`src/rtl/cmd_frame_parser.sv`:
```
// Byte-stream command framer: HEADER, OPCODE, LEN, payload, XOR checksum.
// Good frames pulse cmd_valid/start_count; malformed, stalled or corrupt frames pulse an error.
module cmd_frame_parser #(
  parameter logic [7:0] HEADER       = 8'hA5,
  parameter int         MAX_LEN      = 16,
  parameter int         BYTE_TIMEOUT = 255
) (
  input  logic        sys_clk,
  input  logic        sys_resetb,
  input  logic        rx_valid,
  input  logic [7:0]  rx_data,
  output logic        rx_ready,
  output logic        cmd_valid,
  output logic [7:0]  cmd_opcode,
  output logic [7:0]  cmd_len,
  output logic        pl_we,
  output logic [7:0]  pl_addr,
  output logic [7:0]  pl_data,
  output logic        start_count,
  output logic        fmt_err,
  output logic        crc_err,
  output logic [15:0] frame_cnt
);

  localparam logic [2:0] S_IDLE = 3'd0;
  localparam logic [2:0] S_OPC  = 3'd1;
  localparam logic [2:0] S_LEN  = 3'd2;
  localparam logic [2:0] S_PAY  = 3'd3;
  localparam logic [2:0] S_CHK  = 3'd4;
  localparam logic [2:0] S_DONE = 3'd5;

  localparam logic [7:0]  MAX_LEN_B = MAX_LEN[7:0];
  localparam logic [15:0] TO_LAST   = 16'(BYTE_TIMEOUT - 1);

  logic [2:0]  state_q, state_d;
  logic [7:0]  opc_q, opc_d;
  logic [7:0]  len_q, len_d;
  logic [7:0]  idx_q, idx_d;
  logic [7:0]  chk_q, chk_d;
  logic [15:0] timer_q, timer_d;
  logic        fmt_q, fmt_d;
  logic        crc_q, crc_d;
  logic [7:0]  cmd_opcode_q, cmd_opcode_d;
  logic [7:0]  cmd_len_q, cmd_len_d;
  logic [15:0] frame_cnt_q, frame_cnt_d;
  logic        accept;
  logic        in_frame;

  assign accept   = rx_valid && rx_ready;
  assign in_frame = (state_q == S_OPC) || (state_q == S_LEN) ||
                    (state_q == S_PAY) || (state_q == S_CHK);

  always_comb begin
    state_d      = state_q;
    opc_d        = opc_q;
    len_d        = len_q;
    idx_d        = idx_q;
    chk_d        = chk_q;
    timer_d      = 16'd0;
    fmt_d        = 1'b0;
    crc_d        = 1'b0;
    cmd_opcode_d = cmd_opcode_q;
    cmd_len_d    = cmd_len_q;
    frame_cnt_d  = frame_cnt_q;

    case (state_q)
      S_IDLE: if (accept && rx_data == HEADER) state_d = S_OPC;
      S_OPC: if (accept) begin
        opc_d   = rx_data;
        chk_d   = rx_data;
        state_d = S_LEN;
      end
      S_LEN: if (accept) begin
        len_d = rx_data;
        chk_d = chk_q ^ rx_data;
        if (rx_data > MAX_LEN_B) begin
          fmt_d   = 1'b1;
          state_d = S_IDLE;
        end else if (rx_data == 8'd0) begin
          state_d = S_CHK;
        end else begin
          idx_d   = 8'd0;
          state_d = S_PAY;
        end
      end
      S_PAY: if (accept) begin
        chk_d = chk_q ^ rx_data;
        idx_d = idx_q + 8'd1;
        if (idx_q == len_q - 8'd1) state_d = S_CHK;
      end
      S_CHK: if (accept) begin
        if (rx_data == chk_q) begin
          state_d      = S_DONE;
          cmd_opcode_d = opc_q;
          cmd_len_d    = len_q;
          if (frame_cnt_q != 16'hFFFF) frame_cnt_d = frame_cnt_q + 16'd1;
        end else begin
          crc_d   = 1'b1;
          state_d = S_IDLE;
        end
      end
      S_DONE: state_d = S_IDLE;
      default: state_d = S_IDLE;
    endcase

    // An accepted byte always beats the timeout; the counter only runs while stalled mid-frame.
    if (in_frame && !accept) begin
      if (timer_q == TO_LAST) begin
        fmt_d   = 1'b1;
        state_d = S_IDLE;
      end else begin
        timer_d = timer_q + 16'd1;
      end
    end
  end

  always_ff @(posedge sys_clk or negedge sys_resetb) begin
    if (!sys_resetb) begin
      state_q      <= S_IDLE;
      opc_q        <= 8'd0;
      len_q        <= 8'd0;
      idx_q        <= 8'd0;
      chk_q        <= 8'd0;
      timer_q      <= 16'd0;
      fmt_q        <= 1'b0;
      crc_q        <= 1'b0;
      cmd_opcode_q <= 8'd0;
      cmd_len_q    <= 8'd0;
      frame_cnt_q  <= 16'd0;
    end else begin
      state_q      <= state_d;
      opc_q        <= opc_d;
      len_q        <= len_d;
      idx_q        <= idx_d;
      chk_q        <= chk_d;
      timer_q      <= timer_d;
      fmt_q        <= fmt_d;
      crc_q        <= crc_d;
      cmd_opcode_q <= cmd_opcode_d;
      cmd_len_q    <= cmd_len_d;
      frame_cnt_q  <= frame_cnt_d;
    end
  end

  // Ready is forced low while reset is held so every output reads 0 during reset.
  assign rx_ready    = sys_resetb && (state_q != S_DONE);
  assign cmd_valid   = (state_q == S_DONE);
  assign start_count = (state_q == S_DONE);
  assign pl_we       = (state_q == S_PAY) && rx_valid;
  assign pl_addr     = pl_we ? idx_q : 8'd0;
  assign pl_data     = pl_we ? rx_data : 8'd0;
  assign fmt_err     = fmt_q;
  assign crc_err     = crc_q;
  assign cmd_opcode  = cmd_opcode_q;
  assign cmd_len     = cmd_len_q;
  assign frame_cnt   = frame_cnt_q;

endmodule

```
`config.mk`:
```
export PLATFORM = sky130hd
export DESIGN_NAME = cmd_frame_parser
export DESIGN_NICKNAME = d
export VERILOG_FILES = /design/src/rtl/cmd_frame_parser.sv
export SDC_FILE = /design/constraint.sdc
export NUM_CORES = 1
export LEC_CHECK = 0
export CAP_MARGIN = 30
export CORE_ASPECT_RATIO = 2
export CORE_MARGIN = 3
export CORE_UTILIZATION = 40
export DETAILED_ROUTE_END_ITERATION = 16
export GPL_TIMING_DRIVEN = 0
export MAX_ROUTING_LAYER = met4
export PLACE_DENSITY = 0.64
export SLEW_MARGIN = 20
export SYNTH_ARGS = -nofsm -noshare
export SYNTH_HDL_FRONTEND = slang
export SYNTH_SLANG_ARGS = --single-unit
export TNS_END_PERCENT = 10
```
`constraint.sdc`:
```
create_clock -name sys_clk -period 4.7 [get_ports sys_clk]
set_clock_uncertainty 0.2 [all_clocks]
set_input_delay 0.94 -clock sys_clk [delete_from_list [all_inputs] [get_ports sys_clk]]
set_output_delay 0.94 -clock sys_clk [all_outputs]
set_load 0.01 [all_outputs]
```
After elaboration in Yosys (flattened, before gate mapping)
Index checks and enable logic that the tools add are counted.
Widths: inputs -> output; s select.
{"block": "classes", "addsub": 4, "n_lt_le_gt_ge": 1, "n_eq_ne": 17, "n_mux": 32, "bitwise": 1, "n_reduce_logical": 20}
{"op": "$mux 8", "count": 8}
{"op": "$mux 3", "count": 11}
{"op": "$add 16x1->16 const B", "count": 2}
{"op": "$mux 16", "count": 2}
{"op": "$pmux 8 s2", "count": 2}
{"op": "$eq 16x8->1 const B", "count": 1}
{"op": "$eq 8x8->1", "count": 2}
{"op": "$ne 16x16->1 const B", "count": 1}
{"op": "$pmux 3 s5", "count": 1}
{"op": "$ne 2x2->1 const B", "count": 5}
{"op": "$add 8x1->8 const B", "count": 1}
{"op": "$eq 8x8->1 const B", "count": 1}
{"op": "$gt 8x5->1 const B", "count": 1}
{"op": "$logic_not 8->1", "count": 1}
{"op": "$mux 1", "count": 8}
{"op": "$sub 8x1->8 const B", "count": 1}
{"op": "$xor 8x8->8", "count": 1}
{"op": "$eq 3x2->1 const B", "count": 2}
{"op": "$eq 3x3->1 const B", "count": 2}
{"op": "$reduce_and 3->1", "count": 2}
{"op": "$logic_and 1x1->1", "count": 5}
{"op": "$reduce_and 5->1", "count": 1}
{"op": "$reduce_and 2->1", "count": 2}
{"op": "$reduce_and 4->1", "count": 1}
{"op": "other kinds (8)", "count": 11}
{"block": "word_totals", "regBits": 85, "output_inout_bits": 54, "elab_cells": 86}

Depth between registers and ports, before layout
{"block": "depth", "word_depth": 8, "ltp_mapped": 7, "depth_no_buf": 7}

Worst setup path before layout
OpenSTA, ideal clock, no wires.
{"block": "synth_path", "kind": "input to output", "start": "input port rx_valid", "end": "output port pl_data[6]", "t_arrival_ns": 1.723, "required_ns": 3.560, "setup_slack_ns": 1.837, "path_stages": 4, "n_path_buf": 2, "cell_sequence": "and3_1 clkbuf_1 clkbuf_1 and2_2"}
{"block": "synth_between", "elab_chain_len": 2}
{"item": "start, declared", "line_no": "10", "text": "input logic rx_valid,"}
{"item": "$logic_and 1x1->1", "line_no": "149", "text": "assign pl_we = (state_q == S_PAY) && rx_valid;"}
{"item": "via pl_we", "line_no": "16", "text": "output logic pl_we,"}
{"item": "$mux 8", "line_no": "151", "text": "assign pl_data = pl_we ? rx_data : 8'd0;"}
{"item": "end, declared", "line_no": "18", "text": "output logic [7:0] pl_data,"}
The timed path passes the listed nets, and every way through them passes these cells.

Worst setup path after layout
{"block": "layout_path", "start": "input port rx_valid", "end": "output port pl_data[6]"}
{"block": "layout_between", "elab_chain_len": 2}
{"item": "$logic_and 1x1->1", "line_no": "149"}
{"item": "$mux 8", "line_no": "151"}
No other way between the ends.

==> results_dict.tcl <==
set metrics [dict create \
    cts_root_buf "clkbuf_16" \
    fin_crit_sh_pct 85.4 \
    clock_latency_ns 0.34 \
    setup_viol 0 \
    peakVddDrop_uv 231 \
    dr.pass1.iters 4 \
    grt_overflow 0 \
    path_class "input port to primary output" \
    seqCellArea_um2 2130 \
    port_buffers 56 \
    grt_antenna_before_repair 0 \
    slew_headroom_pct 46.3 \
    hpwlAfterDp_um 7940 \
    cp_max_fo 10 \
    cts_resized 0 \
    wire_per_inst_um 16.4 \
    htree_levels 3 \
    synthArstFlopShare_pct 100 \
    avgSynthCellArea_um2 10.5 \
    drive_above_1_share_pct 10.1 \
    cap_violations 0 \
    final_common_cell "dfrtp_1" \
    row_count 54 \
    fmax_ghz 0.249 \
    hp-class "flop to flop" \
    slew_violations 0 \
    grt_max_degree 46 \
    fin_nets 517 \
    initial_core_util_pct 41.2 \
    ant_nets 0 \
    cts_buffer_depth 2 \
    cp-start-kind "input port" \
    coreArea_um2 11000 \
    clock-sinks 85 \
    grt_first_pass_wirelength_um 17600 \
    place_congestion 0.840 \
    powerDensity_nw_per_um2 312 \
    status "finished clean" \
    hold_viol 0 \
    power_uw 1740 \
    fill_cells 1001 \
    routed_via_density 5.36 \
    layout_common_cells "85 x dfrtp_1, 55 x clkdlybuf4s50_1, 34 x xnor2_1, 28 x nor2_1, 27 x nand2_1" \
    multiInputGateArea_um2 2260 \
    cts_buffers 9 \
    post-cts-setup-buffers 0 \
    rsz0062_at_grt "false" \
    tightest_slew_ns 0.802 \
    synth-seq-cells 85 \
    post-route-cell-area_um2 5590 \
    grt_pass1_vias 3530 \
    synth_cells 433 \
    synthDistinctLibCells 58 \
    first_iter_violations 246 \
    fin_crit_ns 4.01 \
    netlist.area_leader.share_pct 46.9 \
    die_h_um 157 \
    cts_tree "yes" \
    cp-end-kind "primary output" \
    leakagePower_uw 0.00239 \
    synthTopCellsByArea "dfrtp_1 47%, xnor2_1 6.6%, mux2_1 4.5%" \
    crit_required_ns 3.56 \
    grt_use_total_pct 18.4 \
    synth_flop_cell "dfrtp_1" \
    holdWs_ns 0.281 \
    syn_to_final_growth_pct 23.2 \
    antenna_cells 0 \
    synth_edf_count 0 \
    place_area_um2 5300 \
    yosys_warnings 0 \
    syn_area_um2 4540 \
    cp.arrival_ns 2.87 \
    fp.dieArea_um2 12700 \
    synth_fp_nets 449 \
    wirelength_um 10600 \
    cts-hold-fix-buffers 0 \
    drc 0 \
    seq_area_frac_synth_pct 46.9 \
    cts.clk_slew.worst_paths_ns 0.06 \
    synth_area_leader_cell "dfrtp_1" \
    io_pins 65 \
    dr_total_vias 3462 \
    die_w_um 81.3 \
]
==> worst paths after layout <==
check | startpoint | end | slack, ns | cells after the start
worst max-delay path | rx_valid | pl_data[6] | 0.69 | 6
worst min-delay path | timer_q[0] | timer_q[0] | 0.28 | 1
worst max register to register | len_q[0] | state_q[1] | 2.05 | 7
worst min register to register | timer_q[0] | timer_q[0] | 0.28 | 1
max in group asynchronous | sys_resetb | opc_q[3] | 3.29 | 2
min in group asynchronous | sys_resetb | idx_q[6] | 0.39 | 1
==> cell families after synthesis <==
kind of cell,count (synthesis),share of synthesized area (%)
AND/OR/NAND/NOR,176,22.4
flip-flops,85,46.9
XOR/XNOR,46,8.88
AO/OA/AOI/OAI,44,6.31
multiplexers,44,10.6
buffers and inverters,32,3.39
adder cells (fa/ha/maj),6,1.60
==> layout make-up <==
type | count | share of cell area (%)
flip-flops and latches | 85 | 38.0
plain buffers | 25 | 2.28
clock inverters | 6 | 0.984
multi-input cells | 316 | 40.4
repair buffers | 57 | 10.5
well taps | 140 | 3.13
clock buffers | 10 | 4.27
inverters | 7 | 0.470
==> routing by layer <==
layer	global-route usage (%)	up-vias	wire length (um)
li1	-	1667	-
met4	7.09	0	231
met3	3.11	16	353
met2	32.3	73	5960
met5	-	-	0
met1	20.3	1706	4080
==> worst max-delay path, stage by stage <==
cell and delay, ns:
clkdlybuf4s50_1 0.51, and3_1 0.17, clkbuf_1 0.24, clkbuf_1 0.29
and2_2 0.19, clkdlybuf4s50_1 0.52
==> power breakdown <==
part | total [uW] | switching [uW] | internal [uW]
Clock | 693 | 312 | 382
Combinational | 206 | 107 | 99.2
Sequential | 844 | 61.7 | 782
==> synthesized netlist by cell type (2+ instances only) <==
cell / count
a21o_1: 2
a21oi_1: 19
a22oi_1: 2
and2_1: 22
and3_1: 12
and3b_1: 2
and4_1: 4
and4b_1: 2
buf_1: 2
buf_2: 2
buf_4: 4
buf_6: 2
clkbuf_1: 14
dfrtp_1: 85
ha_1: 5
inv_1: 7
mux2_1: 18
mux2_2: 14
mux2i_1: 12
nand2_1: 27
nand2b_1: 5
nand3_1: 15
nand4_1: 23
nor2_1: 28
nor2b_1: 6
nor3_1: 11
nor3_2: 2
nor3b_1: 2
o21ai_0: 6
o2bb2ai_1: 2
o32ai_1: 2
or3_1: 3
or4_1: 2
xnor2_1: 34
xor2_1: 12
==> state kept, by name (all words and copies together), names as in the netlist, 3 cells and up <==
name,count
frame_cnt,16
timer_q,16
chk_q,8
cmd_len,8
cmd_opcode,8
idx_q,8
len_q,8
opc_q,8
state_q,3
==> through the flow <==
step / util (%) / setup TNS (ns) / cells / worst slack, ns
final: 50.8 / 0 / 646 / 0.688
after global routing: 50.8 / 0 / 646 / 0.503
after CTS: 50.8 / 0 / 646 / 0.668
after detailed placement: 48.1 / 0 / 630 / 0.678
after global placement: 47.9 / -213.37 / 629 / -2.13
after floorplan: - / 0 / 433 / 1.84
Power figures use the tool's default switching activity.
